$ cat config.mk
export PLATFORM = sky130hd
export DESIGN_NAME = genevr_tx_scheduler
export DESIGN_NICKNAME = d
export VERILOG_FILES = /design/src/rtl/genevr_pkg.sv /design/src/rtl/genevr_rr_arbiter.sv /design/src/rtl/genevr_tx_scheduler.sv
export SDC_FILE = /design/constraint.sdc
export NUM_CORES = 1
export LEC_CHECK = 0
export CAP_MARGIN = 20
export CORE_UTILIZATION = 25
export DETAILED_ROUTE_END_ITERATION = 8
export GPL_ROUTABILITY_DRIVEN = 0
export PLACE_DENSITY = 0.43
export SKIP_CTS_REPAIR_TIMING = 1
export SLEW_MARGIN = 10
export SYNTH_ARGS = -nofsm -noshare
export SYNTH_HDL_FRONTEND = slang
export SYNTH_HIERARCHICAL = 1
export SYNTH_SLANG_ARGS = --single-unit
$ cat constraint.sdc
create_clock -name clk -period 9.1 [get_ports clk]
set_clock_uncertainty 0.15 [all_clocks]
set_input_delay 2.275 -clock clk [delete_from_list [all_inputs] [get_ports clk]]
set_output_delay 2.275 -clock clk [all_outputs]
set_load 0.01 [all_outputs]
$ cat src/rtl/genevr_pkg.sv
// Shared types and defaults for the packet-generator transmit scheduler.
package genevr_pkg;

   localparam int DEF_NUM_STREAMS = 4;
   localparam int DEF_CNT_WIDTH   = 32;
   localparam int DEF_GAP_WIDTH   = 16;

   // Scheduler FSM: wait for an eligible stream, present the request, wait for completion.
   typedef enum logic [1:0] {
      ST_IDLE      = 2'd0,
      ST_ISSUE     = 2'd1,
      ST_WAIT_DONE = 2'd2
   } genevr_state_e;

   // Stream id width: ceil(log2(n)) with a floor of one bit, for n in 1..8.
   function automatic int sid_width(input int n);
      int w;
      w = 32'sd1;
      for (int k = 1; k < 4; k++) begin
         w = ((32'sd1 << w) < n) ? (w + 32'sd1) : w;
      end
      return w;
   endfunction

endpackage

$ cat src/rtl/genevr_rr_arbiter.sv
// Combinational round-robin arbiter: the first requester at or above the pointer wins,
// otherwise the search wraps around to the lowest-numbered requester.
module genevr_rr_arbiter #(
   parameter int N         = 4,
   parameter int SID_WIDTH = 2
) (
   input  logic [N-1:0]         i_req,
   input  logic [SID_WIDTH-1:0] i_ptr,
   output logic [N-1:0]         o_grant_onehot,
   output logic [SID_WIDTH-1:0] o_grant_id,
   output logic                 o_any
);

   logic                 w_hi_found;
   logic                 w_lo_found;
   logic [SID_WIDTH-1:0] w_hi_id;
   logic [SID_WIDTH-1:0] w_lo_id;

   // Find the first requester at/after the pointer and the first overall, then pick.
   always_comb begin
      w_hi_found     = 1'b0;
      w_lo_found     = 1'b0;
      w_hi_id        = '0;
      w_lo_id        = '0;
      o_grant_onehot = '0;
      for (int i = 0; i < N; i++) begin
         w_lo_id    = (i_req[i] && !w_lo_found) ? SID_WIDTH'(i) : w_lo_id;
         w_lo_found = w_lo_found | i_req[i];
         w_hi_id    = (i_req[i] && !w_hi_found && (i >= int'(i_ptr))) ? SID_WIDTH'(i) : w_hi_id;
         w_hi_found = w_hi_found | (i_req[i] && (i >= int'(i_ptr)));
      end
      o_any      = w_lo_found;
      o_grant_id = w_hi_found ? w_hi_id : w_lo_id;
      for (int i = 0; i < N; i++) begin
         o_grant_onehot[i] = o_any && (o_grant_id == SID_WIDTH'(i));
      end
   end

endmodule

$ cat src/rtl/genevr_tx_scheduler.sv
// Round-robin packet scheduler feeding one shared generator engine. Tracks per-stream
// packet counts, completion flags and inter-packet gap timers.
module genevr_tx_scheduler
   import genevr_pkg::*;
#(
   parameter int NUM_STREAMS = DEF_NUM_STREAMS,
   parameter int CNT_WIDTH   = DEF_CNT_WIDTH,
   parameter int GAP_WIDTH   = DEF_GAP_WIDTH,
   parameter int SID_WIDTH   = sid_width(DEF_NUM_STREAMS)
) (
   input  logic                             clk,
   input  logic                             reset,
   input  logic [NUM_STREAMS-1:0]           cfg_enable,
   input  logic [NUM_STREAMS*CNT_WIDTH-1:0] cfg_pkt_count,
   input  logic [NUM_STREAMS*GAP_WIDTH-1:0] cfg_gap,
   output logic                             gen_valid,
   output logic [SID_WIDTH-1:0]             gen_stream,
   input  logic                             gen_ready,
   input  logic                             gen_done,
   output logic [NUM_STREAMS*CNT_WIDTH-1:0] stream_sent,
   output logic [NUM_STREAMS-1:0]           stream_done,
   output logic                             busy
);

   genevr_state_e          r_state;
   logic [SID_WIDTH-1:0]   r_ptr;
   logic [NUM_STREAMS-1:0] r_grant_oh;
   logic [NUM_STREAMS-1:0] r_en_prev;
   logic [NUM_STREAMS-1:0] r_done;
   logic [CNT_WIDTH-1:0]   r_sent [NUM_STREAMS];
   logic [GAP_WIDTH-1:0]   r_gap  [NUM_STREAMS];

   logic [NUM_STREAMS-1:0] w_elig;
   logic [NUM_STREAMS-1:0] w_grant_oh;
   logic [SID_WIDTH-1:0]   w_grant_id;
   logic                   w_any;
   logic                   w_hs;
   logic                   w_cmp;

   // The grant is only taken up in IDLE; the pointer itself moves on the handshake.
   genevr_rr_arbiter #(
      .N         (NUM_STREAMS),
      .SID_WIDTH (SID_WIDTH)
   ) u_arb (
      .i_req          (w_elig),
      .i_ptr          (r_ptr),
      .o_grant_onehot (w_grant_oh),
      .o_grant_id     (w_grant_id),
      .o_any          (w_any)
   );

   assign w_hs  = (r_state == ST_ISSUE) && gen_ready;
   assign w_cmp = (r_state == ST_WAIT_DONE) && gen_done;

   // Single-request FSM with registered request, stream id and busy outputs.
   always_ff @(posedge clk) begin
      if (reset) begin
         r_state    <= ST_IDLE;
         r_ptr      <= '0;
         r_grant_oh <= '0;
         gen_valid  <= 1'b0;
         gen_stream <= '0;
         busy       <= 1'b0;
      end else begin
         case (r_state)
            ST_IDLE: begin
               if (w_any) begin
                  r_state    <= ST_ISSUE;
                  r_grant_oh <= w_grant_oh;
                  gen_valid  <= 1'b1;
                  gen_stream <= w_grant_id;
                  busy       <= 1'b1;
               end
            end
            ST_ISSUE: begin
               if (gen_ready) begin
                  r_state   <= ST_WAIT_DONE;
                  gen_valid <= 1'b0;
                  r_ptr     <= (gen_stream == SID_WIDTH'(NUM_STREAMS - 1)) ?
                               '0 : (gen_stream + SID_WIDTH'(1));
               end
            end
            ST_WAIT_DONE: begin
               if (gen_done) begin
                  r_state <= ST_IDLE;
                  busy    <= 1'b0;
               end
            end
            default: begin
               r_state   <= ST_IDLE;
               gen_valid <= 1'b0;
               busy      <= 1'b0;
            end
         endcase
      end
   end

   genvar gi;
   generate
      for (gi = 0; gi < NUM_STREAMS; gi++) begin : g_stream
         logic [CNT_WIDTH-1:0] w_cnt;
         logic [GAP_WIDTH-1:0] w_gap_cfg;
         logic [CNT_WIDTH-1:0] w_sent_inc;
         logic                 w_sat;
         logic                 w_arm;

         assign w_cnt      = cfg_pkt_count[gi*CNT_WIDTH +: CNT_WIDTH];
         assign w_gap_cfg  = cfg_gap[gi*GAP_WIDTH +: GAP_WIDTH];
         assign w_sent_inc = r_sent[gi] + CNT_WIDTH'(1);
         assign w_sat      = (r_sent[gi] == {CNT_WIDTH{1'b1}});
         assign w_arm      = cfg_enable[gi] && !r_en_prev[gi];
         assign w_elig[gi] = cfg_enable[gi] && !r_done[gi] && (r_gap[gi] == '0) &&
                             ((w_cnt == '0) || (r_sent[gi] < w_cnt));

         assign stream_sent[gi*CNT_WIDTH +: CNT_WIDTH] = r_sent[gi];
         assign stream_done[gi]                        = r_done[gi];

         // Per-stream arm detection, gap timer and sent/done bookkeeping.
         always_ff @(posedge clk) begin
            if (reset) begin
               r_en_prev[gi] <= 1'b0;
               r_done[gi]    <= 1'b0;
               r_sent[gi]    <= '0;
               r_gap[gi]     <= '0;
            end else begin
               r_en_prev[gi] <= cfg_enable[gi];
               if (w_arm) begin
                  r_done[gi] <= 1'b0;
                  r_sent[gi] <= '0;
                  r_gap[gi]  <= '0;
               end else begin
                  if (w_hs && r_grant_oh[gi]) begin
                     r_gap[gi] <= w_gap_cfg;
                  end else if (r_gap[gi] != '0) begin
                     r_gap[gi] <= r_gap[gi] - GAP_WIDTH'(1);
                  end
                  // Completion counts even if the stream was disabled while in flight.
                  if (w_cmp && r_grant_oh[gi]) begin
                     if (!w_sat) begin
                        r_sent[gi] <= w_sent_inc;
                     end
                     if ((w_cnt != '0) && !w_sat && (w_sent_inc == w_cnt)) begin
                        r_done[gi] <= 1'b1;
                     end
                  end
               end
            end
         end
      end
   endgenerate

endmodule
Yosys cells after proc, flatten, opt, wreduce, memory -nomap -nowiden
Memory sizes are Yosys's and may differ from the RTL's.
Cells that the tools add are included.

cells by class
  multiplexer cells = 107
  add/sub/neg operators = 9
  reductions and logical operators = 102
  magnitude comparators = 7
  equality and inequality tests = 17
  bitwise logic cells = 28

operators by type and width
  cell                   number
  $mux 32                8
  $mux 16                12
  $add 32x1->32 const B  4
  $eq 32x32->1           4
  $eq 32x32->1 const B   4
  $logic_not 32->1       4
  $lt 32x32->1           4
  $reduce_bool 32->1     4
  $mux 1                 75
  $logic_not 16->1       4
  $reduce_bool 16->1     4
  $sub 16x1->16 const B  4
  $logic_and 1x1->1      49
  $or 1x1->1             26
  $logic_not 1->1        18
  $mux 2                 9
  $reduce_and 2->1       6
  $reduce_and 3->1       3
  $eq 2x2->1 const B     4
  $reduce_or 2->1        4
  $pmux 1 s3             2
  $pmux 2 s3             1
  $eq 2x1->1 const B     2
  $ge 1x2->1 const A     2
  other kinds (7)        13

storage, ports and cells
  output and inout bits = 136
  memories kept = 2
  register bits after elaboration = 20
  bits in writable memories = 192

memories
  memory  words  width  read ports  clocked after memory_dff  wr ports  line                       RTL
  r_sent  4      32     4           0                         4         genevr_tx_scheduler.sv:30  logic [CNT_WIDTH-1:0] r_sent [NUM_STREAMS];
  r_gap   4      16     4           0                         4         genevr_tx_scheduler.sv:31  logic [GAP_WIDTH-1:0] r_gap [NUM_STREAMS];

Logic depth before layout (Yosys ltp)
  word-level depth = 14
  mapped depth = 18
  mapped depth without buffers = 17

Hierarchy
Netlist, hierarchy kept.

by module, submodules not included
  module               area each (um2)  times used  cells each
  genevr_tx_scheduler  17073.9          1           1946
  genevr_rr_arbiter    188.9            1           28

Least setup slack after synthesis
Ideal clock, no wire load.

  kind = input to register
  start point = input port cfg_pkt_count[33]
  end point = register gen_stream[0]
  required time = 8879 ps
  setup time = 71 ps
  stages = 17
  arrival = 5119 ps
  path buffers = 0
  setup slack = 3760 ps
  path through = inv_1 ha_1 nor2b_1 o21a_1 o21a_1 o21ai_0 a21oi_1 o211ai_1 a311o_1 a31oi_1 nor4b_1 nor2_1 nand2_1 nand2_1 nor2_1 nand2_1 a21oi_1

RTL lines
  item                                              line                        RTL
  from (decl)                                       genevr_tx_scheduler.sv:14   input logic [NUM_STREAMS*CNT_WIDTH-1:0] cfg_pkt_count,
  $lt 32x32->1 or $logic_not 32->1 (tied branches)  genevr_tx_scheduler.sv:113  ((w_cnt == '0) || (r_sent[gi] < w_cnt));
  $logic_or 1x1->1 *                                genevr_tx_scheduler.sv:113
  $logic_and 1x1->1 *                               genevr_tx_scheduler.sv:112  assign w_elig[gi] = cfg_enable[gi] && !r_done[gi] && (r_gap[gi] == '0) &&
  net w_elig[1]                                     genevr_tx_scheduler.sv:33   logic [NUM_STREAMS-1:0] w_elig;
  $or 1x1->1 * (3 in a row)                         genevr_rr_arbiter.sv:28     w_lo_found = w_lo_found | i_req[i];
  net w_any                                         genevr_tx_scheduler.sv:36   logic w_any;
  $reduce_and 2->1 (no source line) *               -
  to (signal assigned)                              genevr_tx_scheduler.sv:71   gen_stream <= w_grant_id;
  to (decl)                                         genevr_tx_scheduler.sv:17   output logic [SID_WIDTH-1:0] gen_stream,

The timed path passes the listed nets; every way through them passes the cells marked *.
A chain may end at the register's enable or synchronous reset.

Worst setup path in the final report
  start point = input port cfg_pkt_count[45]
  end point = register gen_stream[1]

Same word-level chain as after synthesis.

==> impl_metrics.tcl <==
set metrics [dict create \
    clock-root-buffer "clkbuf_16" \
    leakagePower_uw 0.008668 \
    run_status "finished, final reports clean" \
    synth-seq-cells 212 \
    detail-route-antenna-nets 0 \
    place_inst 3148 \
    final_core_util 0.3336 \
    std_cell_rows 95 \
    mostFrequentLayoutCell "clkdlybuf4s50_1" \
    die-width_um 264.8 \
    worst_setup_path_start_kind "input pin" \
    crit_type "in -> reg" \
    hold_violations 0 \
    drc_errors 0 \
    core_area_sq_um 67750 \
    tns_ns 0 \
    grt_pass1_wl_mm 95.44 \
    post-place-ws_ns 2.701 \
    ys_seq_area_frac 0.3572 \
    htreeDepth 1 \
    synth_edf_count 192 \
    fin_ws_ns 3.306 \
    die_area_sq_um 70110 \
    max_freq_mhz 172.6 \
    worst_slew_margin_rel 0.4251 \
    hold_depth 2 \
    start_util 0.2548 \
    hold_ws_ns 0.3309 \
    ys_top_cells_by_area "edfxtp_1 (33%), ha_1 (10%), xnor2_1 (10%)" \
    final_cells 3203 \
    hpwl_mm 48.62 \
    mostFrequentLayoutCells "clkdlybuf4s50_1 (335), nor2_1 (215), xnor2_1 (201)" \
    clk_pin_slew_ns 0.06 \
    dr.pass1.iters 5 \
    yosysWarnings 6 \
    max_slew.worst_pin.slew_ns 0.8598 \
    async_flop_share 0 \
    nets 2648 \
    r2r_cells 16 \
    portBuffers 335 \
    ir_drop_uv 122.8 \
    synthFlopType "edfxtp_1" \
    whs_endpoint "stream_done[3]" \
    cap_violations 0 \
    r2r_start "r_sent[1][1]" \
    cts_sinks 212 \
    hold_path.class "reg -> reg" \
    fin_crit_sh 0.6367 \
    yosysTopAreaCell "edfxtp_1" \
    netlist_instances 1974 \
    drive_gt1_frac 0.03435 \
    drtIter0Drc 872 \
    r2r_end "gen_stream[1]" \
    p_per_area_nw_per_um2 179.1 \
    synth_top_area_share 0.3340 \
    syn_area_per_cell_sq_um 8.745 \
    syn-cell-area_sq_um 17260 \
    hold_start "stream_done[3]" \
    via_count 15790 \
    fin_crit_ns 5.794 \
    grt_max_degree 34 \
    grt_overflow 0 \
    antenna_found_initial 2 \
    clk_latency_ns 0.57 \
    maxSlewViolCount 0 \
    viasPerCell 4.930 \
    wirelength_mm 62.04 \
    area_growth_pct 30.93 \
    cts_tree "done" \
    setup_viol 0 \
    synth.net_count 2315 \
    rsz0062_at_grt "no" \
    r2r_setup_slack_ns 5.03 \
    max-clock-path-buffers 3 \
    synth_cell_types 74 \
    ios 336 \
    worstPathArrival_ns 6.14 \
    cts_buffers 29 \
    grt.total_usage 0.1721 \
    cp.required_ns 9.44 \
    path_max_fanout 10 \
    wire_per_inst_um 19.37 \
    endpoint_kind "flop" \
    chipHeight_um 264.8 \
    grt_pass1_vias 16040 \
]
-- synthesized netlist by cell type, types with 20 or more instances --
cell type,number
nor2_1,215
xnor2_1,201
edfxtp_1,192
nand2_1,191
inv_1,165
ha_1,141
o21ai_0,114
nand3_1,85
xor2_1,84
a21oi_1,75
nor4_1,61
nand4_1,55
and3_1,48
nor3_1,42
clkbuf_1,39
a21o_1,33
dfxtp_1,20
-- metrics by stage --
| step | total power (uW) | cell area [sq um] |
|---|---|---|
| floorplan | 2392 | 17260 |
| global placement | 2865 | 21630 |
| detailed placement | 2878 | 21630 |
| CTS | 4102 | 22590 |
| global route | 4317 | 22600 |
| finish | 4048 | 22600 |
-- cell type report --
type                            instances  area (sq um)
Clock inverter                         18         210.2
Tap cell                              873          1092
Fill cell                            7033         45150
Multi-Input combinational cell       1547         10280
Inverter                              165         619.3
Timing Repair Buffer                  352          3481
Sequential cell                       212          6166
Antenna cell                            1         2.502
Clock buffer                           35         748.2
-- layer usage --
metal	global-route usage	part of all wire
met3	0.02880	0.047
met5	0	0.00044
met4	0.04093	0.023
met1	0.2290	0.46
met2	0.2891	0.47
-- kinds of logic after synthesis --
| group | Yosys count | share of synthesized area |
|---|---|---|
| buffers and inverters | 215 | 0.04805 |
| and+or+nand+nor | 798 | 0.2305 |
| DFF | 212 | 0.3572 |
| AOI/OAI and AO/OA | 320 | 0.1157 |
| xor gates and xnor gates | 285 | 0.1446 |
| muxes | 3 | 0.001812 |
| adders and majority gates | 141 | 0.1022 |
-- where the power goes --
part	total, uW	internal, uW	switching [uW]
sequential	1480	1290	192
clock	1190	720	471
combinational	1370	630	744
-- registers in the layout, summed over array words and instances, names as in the netlist --
register	flops
r_gap	64
r_ptr	2
r_en_prev	4
r_grant_oh	4
gen_stream	2
r_sent	128
stream_done	4
gen_valid	1
r_state	2
busy	1
-- worst max path at each step --
stage	cells after the start	startpoint	slack, ns	end
2_1_floorplan	17	cfg_pkt_count[33]	3.76	gen_stream[0]
3_3_place_gp	18	cfg_pkt_count[97]	2.73	r_grant_oh[2]
3_5_place_dp	18	cfg_pkt_count[97]	2.70	gen_stream[1]
4_1_cts	18	cfg_pkt_count[97]	3.30	gen_stream[1]
5_1_grt	18	cfg_pkt_count[33]	2.94	r_grant_oh[2]
6_report	17	cfg_pkt_count[45]	3.31	gen_stream[1]
-- worst max-delay path: stages --
cell and delay [ns]:
clkdlybuf4s50_1 0.52, inv_1 0.06, ha_1 0.33, a21o_1 0.17
a21o_1 0.16, a21oi_1 0.19, nand3_1 0.10, o211ai_1 0.27
a311o_1 0.21, a31oi_1 0.12, nor4b_2 0.76, nor2_1 0.11
nand2_1 0.11, nand2_1 0.19, nor2_1 0.32, nand2_1 0.11
a21oi_1 0.13
Note: power is estimated with default switching activity, not from simulation.
